[src/rtl/serial_tx_arbiter.sv]
// Round-robin arbiter that shares one serial transmitter between NUM_REQ byte producers.
// It latches the winning channel's byte and runs the tx_req/tx_ack handshake with an optional ack timeout.
module serial_tx_arbiter #(
    parameter int NUM_REQ     = 4,
    parameter int NUM_BITS    = 8,
    parameter int ACK_TIMEOUT = 65535
) (
    input  logic                          clk,
    input  logic                          rst_n,
    input  logic [NUM_REQ-1:0]            ch_valid,
    input  logic [NUM_REQ*NUM_BITS-1:0]   ch_data,
    output logic [NUM_REQ-1:0]            ch_done,
    output logic [NUM_REQ-1:0]            ch_err,
    output logic                          tx_req,
    output logic [NUM_BITS-1:0]           tx_data,
    input  logic                          tx_ack,
    output logic [$clog2(NUM_REQ)-1:0]    grant_id,
    output logic                          busy
);

    localparam int IW = $clog2(NUM_REQ);
    localparam int TW = (ACK_TIMEOUT > 0) ? $clog2(ACK_TIMEOUT + 1) : 1;
    localparam logic [TW-1:0] TLAST   = (ACK_TIMEOUT > 0) ? TW'(ACK_TIMEOUT - 1) : '0;
    localparam logic [IW-1:0] LAST_CH = IW'(NUM_REQ - 1);

    typedef enum logic [1:0] {
        IDLE,
        ISSUE,
        WAIT_LOW
    } state_t;

    state_t                r_state;
    logic [IW-1:0]         r_ptr;
    logic [IW-1:0]         r_grant;
    logic [TW-1:0]         r_timer;
    logic                  r_tx_req;
    logic [NUM_BITS-1:0]   r_tx_data;
    logic [NUM_REQ-1:0]    r_done;
    logic [NUM_REQ-1:0]    r_err;
    logic                  r_busy;

    logic [NUM_BITS-1:0]   w_ch_data [NUM_REQ];
    logic                  w_any;
    logic [IW-1:0]         w_pick;
    logic [IW:0]           w_sum;
    logic [IW-1:0]         w_next_ptr;

    genvar gi;
    generate
        for (gi = 0; gi < NUM_REQ; gi++) begin : g_slice
            assign w_ch_data[gi] = ch_data[gi*NUM_BITS +: NUM_BITS];
        end
    endgenerate

    // Scan from the highest offset down so the channel closest to r_ptr wins.
    always_comb begin
        w_any  = 1'b0;
        w_pick = r_ptr;
        w_sum  = '0;
        for (int k = NUM_REQ - 1; k >= 0; k--) begin
            w_sum = {1'b0, r_ptr} + (IW+1)'(k);
            if (w_sum >= (IW+1)'(NUM_REQ)) begin
                w_sum = w_sum - (IW+1)'(NUM_REQ);
            end
            if (ch_valid[w_sum[IW-1:0]]) begin
                w_any  = 1'b1;
                w_pick = w_sum[IW-1:0];
            end
        end
    end

    assign w_next_ptr = (r_grant == LAST_CH) ? '0 : r_grant + 1'b1;

    always_ff @(posedge clk or negedge rst_n) begin
        if (!rst_n) begin
            r_state   <= IDLE;
            r_ptr     <= '0;
            r_grant   <= '0;
            r_timer   <= '0;
            r_tx_req  <= 1'b0;
            r_tx_data <= '0;
            r_done    <= '0;
            r_err     <= '0;
            r_busy    <= 1'b0;
        end else begin
            r_done <= '0;
            r_err  <= '0;
            case (r_state)
                IDLE: begin
                    if (w_any) begin
                        r_grant   <= w_pick;
                        r_tx_data <= w_ch_data[w_pick];
                        r_tx_req  <= 1'b1;
                        r_timer   <= '0;
                        r_busy    <= 1'b1;
                        r_state   <= ISSUE;
                    end
                end
                ISSUE: begin
                    if (tx_ack) begin
                        r_tx_req         <= 1'b0;
                        r_done[r_grant]  <= 1'b1;
                        r_state          <= WAIT_LOW;
                    end else if ((ACK_TIMEOUT != 0) && (r_timer == TLAST)) begin
                        r_tx_req        <= 1'b0;
                        r_err[r_grant]  <= 1'b1;
                        r_ptr           <= w_next_ptr;
                        r_busy          <= 1'b0;
                        r_state         <= IDLE;
                    end else begin
                        r_timer <= r_timer + 1'b1;
                    end
                end
                WAIT_LOW: begin
                    // Holding off the next grant until ack falls keeps one ack per byte.
                    if (!tx_ack) begin
                        r_ptr   <= w_next_ptr;
                        r_busy  <= 1'b0;
                        r_state <= IDLE;
                    end
                end
                default: begin
                    r_state <= IDLE;
                end
            endcase
        end
    end

    assign ch_done  = r_done;
    assign ch_err   = r_err;
    assign tx_req   = r_tx_req;
    assign tx_data  = r_tx_data;
    assign grant_id = r_grant;
    assign busy     = r_busy;

endmodule

[config.mk]
export PLATFORM = sky130hd
export DESIGN_NAME = serial_tx_arbiter
export DESIGN_NICKNAME = d
export VERILOG_FILES = /design/src/rtl/serial_tx_arbiter.sv
export SDC_FILE = /design/constraint.sdc
export NUM_CORES = 1
export LEC_CHECK = 0
export ABC_AREA = 1
export CAP_MARGIN = 10
export CELL_PAD_IN_SITES_DETAIL_PLACEMENT = 0
export CELL_PAD_IN_SITES_GLOBAL_PLACEMENT = 2
export CORE_MARGIN = 2
export CORE_UTILIZATION = 28
export DETAILED_ROUTE_END_ITERATION = 10
export PLACE_DENSITY_LB_ADDON = 0.1
export SYNTH_ARGS = -nofsm -noshare
export SYNTH_HDL_FRONTEND = slang
export SYNTH_SLANG_ARGS = --single-unit
[constraint.sdc]
create_clock -name clk -period 2.3 [get_ports clk]
set_input_delay 0.46 -clock clk [delete_from_list [all_inputs] [get_ports clk]]
set_output_delay 0.46 -clock clk [all_outputs]
set_load 0.01 [all_outputs]
### Word-level counts from Yosys, hierarchy flattened

Cells that the tools add are included.
W data, S select, Z words.

| word-level totals | value |
|---|---|
| flip-flop bits (word level) | 40 |
| bits of input ports | 39 |
| output and inout port bits | 20 |
| logic and storage cells | 102 |

| operators by class | value |
|---|---|
| add/sub/neg operators | 9 |
| order comparisons | 11 |
| equality and inequality tests | 10 |
| mux-type cells | 51 |
| bitwise logic cells | 1 |
| reductions and logical operators | 11 |

Operators with widths:

| kind | number |
|---|---|
| $mux W16 | 3 |
| $mux W2 | 16 |
| $pmux W16 S2 | 1 |
| $mux W4 | 5 |
| $add A16 B1 Y16 const B | 1 |
| $bmux W8 S2 | 1 |
| $eq A16 B16 Y1 const B | 1 |
| $mux W8 | 2 |
| $lt A2 B3 Y1 const B | 5 |
| $mux W1 | 14 |
| $ge A3 B3 Y1 const B | 4 |
| $ne A2 B2 Y1 const B | 5 |
| $bmux W1 S2 | 4 |
| $reduce_and A4 Y1 | 2 |
| $sub A2 B1 Y2 const B | 4 |
| $add A2 B2 Y3 const B | 2 |
| $pmux W2 S3 | 1 |
| $reduce_and A3 Y1 | 2 |
| $reduce_and A5 Y1 | 1 |
| $eq A2 B2 Y1 const B | 2 |
| $pmux W2 S2 | 1 |
| $reduce_bool A2 Y1 | 2 |
| $add A2 B1 Y3 const B | 1 |
| $ge A2 B3 Y1 const B | 1 |
| other kinds (12) | 12 |

### Depth between registers and ports, before layout

Gate-level depths: netlist (run 1).

| depth | value |
|---|---|
| depth after elaboration | 13 |
| mapped depth | 16 |
| mapped depth without buffers | 14 |

### Worst setup path after synthesis (run 1)

No wires, ideal clock.

| timing path | value |
|---|---|
| path kind | register -> register |
| start | register r_state[1] |
| end | register r_timer[6] |
| library setup time | 0.130 ns |
| arrival | 1.605 ns |
| required time | 2.170 ns |
| setup slack | 0.565 ns |
| cell stages (with the launch flop) | 9 |
| buffers on the path | 1 |
| clock period less this slack | 1.735 ns |
| cell sequence | dfrtp_1 inv_1 ha_1 clkinv_1 nor2_1 inv_1 a21oi_4 buf_2 o21ai_0 |

| on the way | value |
|---|---|
| longest elaborated chain between the ends | 3 |
| elaborated cells on any way between the ends | 8 |
| classes of those cells | eq/ne: 4; mux: 1; reduce/logical: 3 |

RTL lines:

| item | RTL line | source |
|---|---|---|
| from (decl) | 32 | `state_t r_state;` |
| from (signal assigned) | 76 | `r_state <= IDLE;` |
| from (signal assigned) | 96 | `r_state <= ISSUE;` |
| from (signal assigned) | 103 | `r_state <= WAIT_LOW;` |
| $eq A2 B1 Y1 or $logic_not A2 Y1 (tied branches) | 88 | `case (r_state)` |
| $ne A2 B2 Y1 (no source line) or $reduce_bool A2 Y1 (tied branches) | -- |  |
| $reduce_and A4 Y1 (no source line) | -- |  |
| to (signal assigned) | 111 | `r_timer <= r_timer + 1'b1;` |
| to (decl) | 35 | `logic [TW-1:0] r_timer;` |

Several ways; a longest one is shown, not always the timed one.
A chain may end at the register's enable or synchronous reset.

### Worst setup path after layout (run 1)

| timing path | value |
|---|---|
| start | input port ch_valid[3] |
| end | register r_tx_data[1] (netlist: tx_data[1]) |

| on the way | value |
|---|---|
| longest elaborated chain between the ends | 10 |
| elaborated cells on any way between the ends | 21 |
| classes of those cells | mux: 19; bitwise: 1; reduce/logical: 1 |

RTL lines:

| item | RTL line | source |
|---|---|---|
| from (decl) | 10 | `input logic [NUM_REQ-1:0] ch_valid,` |
| $bmux W1 S2 | 65 | `if (ch_valid[w_sum[IW-1:0]]) begin` |
| $mux W1 (implied by the code) | 65 |  |
| $mux W2 (4 in a row) | 65 |  |
| $not A2 Y3 (implied by the code) | 92 | `r_tx_data <= w_ch_data[w_pick];` |
| $bmux W8 S2 | 92 |  |
| $mux W8 (implied by the code) (2 in a row) | 92 |  |
| to (signal assigned) | 92 |  |
| to (decl) | 37 | `logic [NUM_BITS-1:0] r_tx_data;` |

Several ways; a longest one is shown, not always the timed one. The select of a mux whose other input is x is not followed.

==> results of run 1 <==
==> worst max path at each step <==
stage	slack [ps]	start	endpoint	cells past startpoint
floorplan	560	r_state[1]	r_timer[6]	8
global placement	50	ch_valid[0]	tx_data[0]	14
detailed placement	20	ch_valid[0]	tx_data[1]	14
CTS	300	r_ptr[0]	tx_data[1]	14
global route	70	ch_valid[3]	tx_data[2]	14
finish	370	ch_valid[3]	tx_data[1]	13
==> power by group through the flow <==
| stage | Clock (uW) | Sequential [uW] | Combinational [uW] |
|---|---|---|---|
| 6_report | 636 | 1080 | 2640 |
| 5_1_grt | 690 | 1110 | 3050 |
| 4_1_cts | 657 | 1090 | 2690 |
| 3_5_place_dp | 0 | 1090 | 2680 |
| 3_3_place_gp | 0 | 1100 | 2680 |
| 2_1_floorplan | 0 | 1080 | 1770 |
==> per-layer routing <==
| metal | vias up | global-route usage (%) |
|---|---|---|
| met4 | 0 | 3.58 |
| met5 | - | 0 |
| met3 | 6 | 3.23 |
| met2 | 65 | 22.7 |
| met1 | 1070 | 21.2 |
| li1 | 1250 | - |
==> metrics by stage <==
step | cell area, um^2 | setup slack (ps) | utilization (%) | power (uW) | std cells
global placement | 3280 | 47.2 | 37.5 | 3770 | 512
floorplan | 2540 | 565 | - | 2850 | 344
finish | 3410 | 372 | 38.9 | 4350 | 520
global route | 3410 | 73.9 | 38.9 | 4850 | 520
detailed placement | 3280 | 20.7 | 37.5 | 3770 | 512
CTS | 3410 | 303 | 38.9 | 4430 | 520
==> worst max-delay path: stages <==
cell and delay (ps):
clkdlybuf4s50_1 490, inv_1 50, nand2_1 70, nand3_1 90, nand2_1 120, nand3_2 130, nand3_2 130, nand2_1 50
nand2_1 250, nand2_1 90, nand3_1 80, nand3_1 80, nand2_1 70
==> final cells by class <==
| class | count | area share, % |
|---|---|---|
| multi-input combinational | 259 | 39.5 |
| sequential | 40 | 29.4 |
| clock inverter | 1 | 0.880 |
| tap | 108 | 3.96 |
| inverter | 39 | 4.44 |
| timing repair buffer | 66 | 19.0 |
| clock buffer | 7 | 2.82 |
==> cell families (layout without fill, tap and decap cells) <==
kind of cell,count (synthesis),after routing
AOI/OAI and AO/OA,28,28
DFF,40,40
buffers and inverters,45,113
xor gates and xnor gates,9,9
adders and majority gates,10,10
and+or+nand+nor,212,212
==> cell usage in the layout (no fill, tap or decap), types with 2 or more instances in the layout <==
cell type        instances
nor4_1                   2
clkdlybuf4s50_1         57
inv_1                   32
nor2_1                  19
nand3_2                  2
nor3_1                   7
nand2_1                110
buf_4                    7
o31ai_1                  5
ha_1                    10
dfrtp_1                 39
nand3_1                 51
nand2_2                  5
xor2_1                   8
inv_2                    5
clkbuf_8                 7
nand4_1                  8
a21oi_1                  5
nand2_4                  3
o21ai_0                 15
==> cell usage after synthesis <==
master      n
nand2_1   110
nand3_1    51
dfrtp_1    40
inv_1      32
nor2_1     19
o21ai_0    15
ha_1       10
nand4_1     8
xor2_1      8
nor3_1      7
a21oi_1     5
inv_2       5
nand2_2     5
o31ai_1     5
nand2_4     3
buf_2       2
buf_6       2
nand3_2     2
nor4_1      2
a21oi_4     1
buf_4       1
clkbuf_1    1
clkinv_1    1
inv_6       1
nand3b_1    1
nand4_2     1
nand4_4     1
nor3_2      1
o21ai_1     1
o22ai_1     1
or2_2       1
xnor2_1     1
==> flip-flops by register name (all words and copies together) (netlist names) <==
signal / cells
r_timer: 16
tx_data: 8
ch_done: 4
ch_err: 4
grant_id: 2
r_ptr: 2
r_state: 2
busy: 1
tx_req: 1
==> flow_summary_export.csv, run 1 <==
group,metric,value,unit
synth,synth_mux_area_share,0,%
route,post_drt_via_cell_ratio,4.60,
clock_tree,clkSinkCount,40,
sta,hold_fails_final_rpt,0,
job,cap_viol_max_count,0,
sta,max-slew-margin-rel,65.9,%
synth,synth_compound_area_share,6.49,%
clock_tree,htree_num_levels,2,
floorplanning,die_area,9870,um^2
layout,final_net_count,460,
route,ant_nets,0,
synth,post_synth_fa_ha_maj_area_fraction,4.92,%
sta,layout_worst_path_cycle_share,83.8,%
worst_setup_path,endpoint_kind,"register",
power_and_ir_drop,clock_power_share,14.6,%
route,drt-wirelength-per-cell,13.2,um
route,route.final.wire_length,6840,um
sta,fmax,519,MHz
global_routing,grt_util_all_layers,14.8,%
synth,synth.yosys.seq_area_share,39.3,%
clock_tree,worst_setup_hold_path_clk_slew,80,ps
synth,postSynthRegisterBits,40,
worst_setup_path,crit-reg2reg-launch,"r_ptr[0]",
route,wl_met2,2970,um
worst_setup_path,regToRegEndpoint,"tx_data[2]",
floorplanning,die_height,99.3,um
sta,worst_hold_slack,222,ps
route,detail_route.drc_violations,0,
worst_setup_path,worst-endpoint-arrival,2160,ps
worst_setup_path,path_class,"in2reg",
clock_tree,hold_buf_count_cts,0,
sta,timing_worst_slew_pin_value,511,ps
floorplanning,initial_utilization,29.0,%
power_and_ir_drop,net-switching-power,2070,uW
place,post-dp-hpwl,5200,um
power_and_ir_drop,pwr-share-comb,60.6,%
global_routing,first_global_vias,2482,
worst_setup_path,worstPathMaxFanout,8,
route,dr.pass1.iters,4,
global_routing,grt_first_pass_wirelength,12000,um
run_status,run_status,"complete, no violations",
synth,post_synth_instance_area,2540,um^2
synth,synth_cell_type_count,32,
power_and_ir_drop,power_switching_share,47.6,%
sta,rsz0062_at_grt,"false",
route,m1WireLength,3410,um
route,routed-wl-met3,382,um
synth,mappedNetlistNets,393,
clock_tree,cts_root_buffer,"clkbuf_8",
clock_tree,cts-buffers-inserted,5,
layout,post_route_cells_drive_above_1_share,9.47,%
route,initial_drc_count,87,
hold_path,hold_crit_path_type,"in2async",
layout,area_of_the_multi_input_gates,1350,um^2
power_and_ir_drop,power_per_cell_area,1280,nW/um^2
route,highest_layer,"met4",
floorplanning,site_rows,34,
power_and_ir_drop,power_report.internal_total,2280,uW
sta,timing.final.crit_period,1930,ps
route,via_count,2391,
clock_tree,clock_tree.buffer_depth,2,
global_routing,overflow,0,
layout,antenna_cells,0,
worst_setup_path,cp.required,2530,ps
synth,synth.top_cells.by_area,"dfrtp_1 39%, nand2_1 16%, nand3_1 10%",
floorplanning,die_width,99.3,um
synth,synthXorXnorAreaFrac,3.10,%
synth,synth_area_leader_cell,"dfrtp_1",
synth,ys.warnings.count,0,
floorplanning,core_area,8760,um^2
clock_tree,post-cts-setup-buffers,0,
sta,final-setup-viol-count,0,
worst_setup_path,crit_path_start_kind,"primary input",
sta,clock-skew-final,6.09,ps
worst_setup_path,reg2reg_slack,420,ps
sta,slew_violations,0,
worst_setup_path,rr_worst_depth,14,
synth,synth.avg_cell_area,7.40,um^2
synth,synth_simple_gate_area_share,38.5,%
global_routing,grt_max_degree,41,
synth,yosys_top_cell_area_share,39.3,%
sta,final.setup.tns,0,ps
global_routing,antenna_found_initial,0,
synth,synthCells,344,
place,finalWeightedCongestion,0.770,
clock_tree,clk_latency,290,ps
place,count_of_input_and_output_buffers,58,
clock_tree,cts_tree,"yes",
layout,fillers,932,
power_and_ir_drop,power.leakage,0.00159,uW
power_and_ir_drop,share_of_total_power_in_sequential_cells,24.8,%
synth,synth_top_family_by_area,"simple AND/OR/NAND/NOR gates",
clock_tree,cts_resized,0,
layout,sequential_cell_area,1000,um^2
layout,area_growth_syn_to_layout,34.1,%
power_and_ir_drop,power.ir.vdd_worst,0.606,mV
floorplanning,io-pin-count,59,
Power figures use the tool's default switching activity.
==> run 2: changes to the inputs <==
--- a/config.mk
+++ b/config.mk
@@ -10,7 +10,7 @@
 export CELL_PAD_IN_SITES_DETAIL_PLACEMENT = 0
 export CELL_PAD_IN_SITES_GLOBAL_PLACEMENT = 2
 export CORE_MARGIN = 2
-export CORE_UTILIZATION = 28
+export CORE_UTILIZATION = 25
 export DETAILED_ROUTE_END_ITERATION = 10
 export PLACE_DENSITY_LB_ADDON = 0.1
 export SYNTH_ARGS = -nofsm -noshare
==> constraint.sdc (replaced) <==
create_clock -name clk -period 1.75 [get_ports clk]
set_input_delay 0.35 -clock clk [delete_from_list [all_inputs] [get_ports clk]]
set_output_delay 0.35 -clock clk [all_outputs]
set_load 0.01 [all_outputs]
==> run 2 against run 1 <==
The flow now finishes with violations (negative setup slack). Sequential cell count unchanged. Worst setup slack lost 450 ps. Hold slack better by 260 ps. Non-clock buffer count rose by 36.
==> flow_summary_export.csv, run 2 (synthesized netlist as in run 1, its figures left out) <==
group,metric,value,unit
clock_tree,worst_setup_hold_path_clk_slew,80,ps
global_routing,grt_util_all_layers,13.5,%
sta,final-setup-viol-count,9,
floorplanning,die_height,105,um
hold_path,holdCritStartpoint,"tx_data[4]",
route,via_count,2547,
clock_tree,cts_root_buffer,"clkbuf_8",
worst_setup_path,cp_common_cell,"nand2_2",
layout,antenna_cells,0,
sta,rsz0062_at_grt,"true",
route,post_drt_via_cell_ratio,4.38,
floorplanning,io-pin-count,59,
worst_setup_path,worstPathMaxFanout,8,
sta,layout_worst_path_cycle_share,104,%
clock_tree,htree_num_levels,2,
run_status,violations,"negative setup slack",
layout,layout.cells.most_common_list,"95 x nand2_1, 57 x clkdlybuf4s50_1, 39 x dfrtp_1, 39 x buf_4, 32 x nand3_1",
worst_setup_path,worst_path_cell_trace,"clkinv_4 > nand2_2 > nand2_2 > nand2_2 > buf_4 > nand3_4 > nand4_4 > buf_12 > nand3_1 > nand3_1 > nand3_2 > nand2_1",
layout,fillers,1084,
place,post-dp-hpwl,5510,um
clock_tree,clkSinkCount,40,
worst_setup_path,cp_slowest_cell,"dfrtp_2",
layout,post_route_cells_drive_above_1_share,25.9,%
worst_setup_path,rr_worst_depth,12,
layout,area_growth_syn_to_layout,56.9,%
sta,timing.final.crit_period,1830,ps
sta,max-slew-margin-rel,69.5,%
worst_setup_path,critPathMaxStageDelay,480,ps
clock_tree,cts-buffers-inserted,5,
layout,stdcell_count,581,
floorplanning,core_area,9820,um^2
worst_setup_path,endpoint_kind,"register",
route,drt-wirelength-per-cell,12.8,um
power_and_ir_drop,power.leakage,0.00187,uW
global_routing,first_global_vias,2449,
sta,final_critical_path_setup_slack,-76.6,ps
global_routing,grt_first_pass_wirelength,12000,um
layout,final_common_cell,"nand2_1",
sta,worst_hold_slack,483,ps
sta,fmax,547,MHz
worst_setup_path,crit-reg2reg-launch,"r_ptr[0]",
sta,timing_worst_slew_pin_value,457,ps
layout,largest_register_ffs,16,
floorplanning,die_area,11000,um^2
sta,hold_fails_final_rpt,0,
sta,slew_violations,0,
clock_tree,clock_tree.buffer_depth,2,
worst_setup_path,crit_path_start_kind,"register",
sta,clock-skew-final,4.77,ps
hold_path,hold_path_end,"tx_data[4]",
global_routing,grt_max_degree,20,
global_routing,antenna_found_initial,0,
job,cap_viol_max_count,0,
worst_setup_path,worst-endpoint-arrival,2030,ps
clock_tree,clk_latency,300,ps
clock_tree,cts_tree,"yes",
layout,max_flop_register,"r_timer",
floorplanning,site_rows,36,
place,placed_cells_incl_taps,563,
sta,final.setup.tns,-513,ps
worst_setup_path,reg2reg_slack,-80,ps
place,finalWeightedCongestion,0.731,
worst_setup_path,cp.required,1950,ps
place,count_of_input_and_output_buffers,58,
floorplanning,die_width,105,um
run_status,run_status,"finished with violations",
route,initial_drc_count,96,
place,detailedPlace.worstSlack,-395,ps
hold_path,hold_crit_path_type,"reg2reg",
power_and_ir_drop,power.ir.vdd_worst,1.29,mV
worst_setup_path,regToRegEndpoint,"tx_data[3]",
global_routing,overflow,0,
route,detail_route.drc_violations,0,
route,ant_nets,0,
layout,final_net_count,496,
worst_setup_path,path_class,"reg2reg",
floorplanning,initial_utilization,25.9,%
hold_path,whs_path_depth,2,
route,dr.pass1.iters,4,
power_and_ir_drop,power_per_cell_area,1750,nW/um^2
route,route.final.wire_length,7430,um
run 2: cell types whose count changed in the layout (fill, tap and decap cells not counted), sizes merged:
cell,previous run,this run
dlygate4sd3,0,1
buf,9,44
clkinvlp,0,1
inv,38,36
clkinv,1,2
run 2: power breakdown:
part           leakage, uW  internal (uW)  switching, uW
clock            0.0000645            504            351
sequential        0.000525           1180            210
combinational      0.00128           2020           2710
run 2: worst max-delay path, delay by kind of cell, from the launching register on:
kind / cells / cell delay, ps
AND/OR/NAND/NOR: 9 / 790
flip-flops: 1 / 480
buffers and inverters: 3 / 450
run 2: worst max path at each step:
stage                  to   startpoint  depth (start not counted)  slack (ps)
2_1_floorplan  r_timer[6]   r_state[1]                          8          10
6_report       tx_data[3]     r_ptr[0]                         12         -80
5_1_grt        tx_data[4]     r_ptr[0]                         14        -190
4_1_cts        tx_data[2]     r_ptr[0]                         12         -30
3_3_place_gp   tx_data[2]  ch_valid[0]                         14        -380
3_5_place_dp   tx_data[6]  ch_valid[0]                         14        -390
run 2: through the flow:
step	area [um^2]	total power (uW)	util (%)
floorplan	2540	3750	-
global placement	3520	5300	35.9
detailed placement	3520	5300	35.9
CTS	3770	6500	38.4
global route	3990	7600	40.7
finish	3990	6970	40.7
run 2: area by class of cell:
cell class	instances	area (um^2)	share of cell area (%)
tap	133	166	4.17
clock inverter	1	30.0	0.752
inverter	39	160	4.01
timing repair buffer	102	950	23.8
clock buffer	7	96.3	2.41
sequential	40	1000	25.1
multi-input combinational	259	1590	39.8
run 2: layer usage:
layer	part of all wire (%)	global-route usage, %	vias to the layer above
met3	3.8	2.18	8
met1	49	18.6	1166
met2	46	21.7	50
li1	-	-	1323
met5	0	0	-
met4	1.4	4.29	0
run 2: repair_timing:
action / CTS / global route
hold buffers: 1 / 0
gates resized for setup: 19 / 47
setup endpoints to repair: 32 / 32
endpoints found under the hold margin: 3 / 0
setup buffers: 4 / 5
pin swaps: 3 / 20
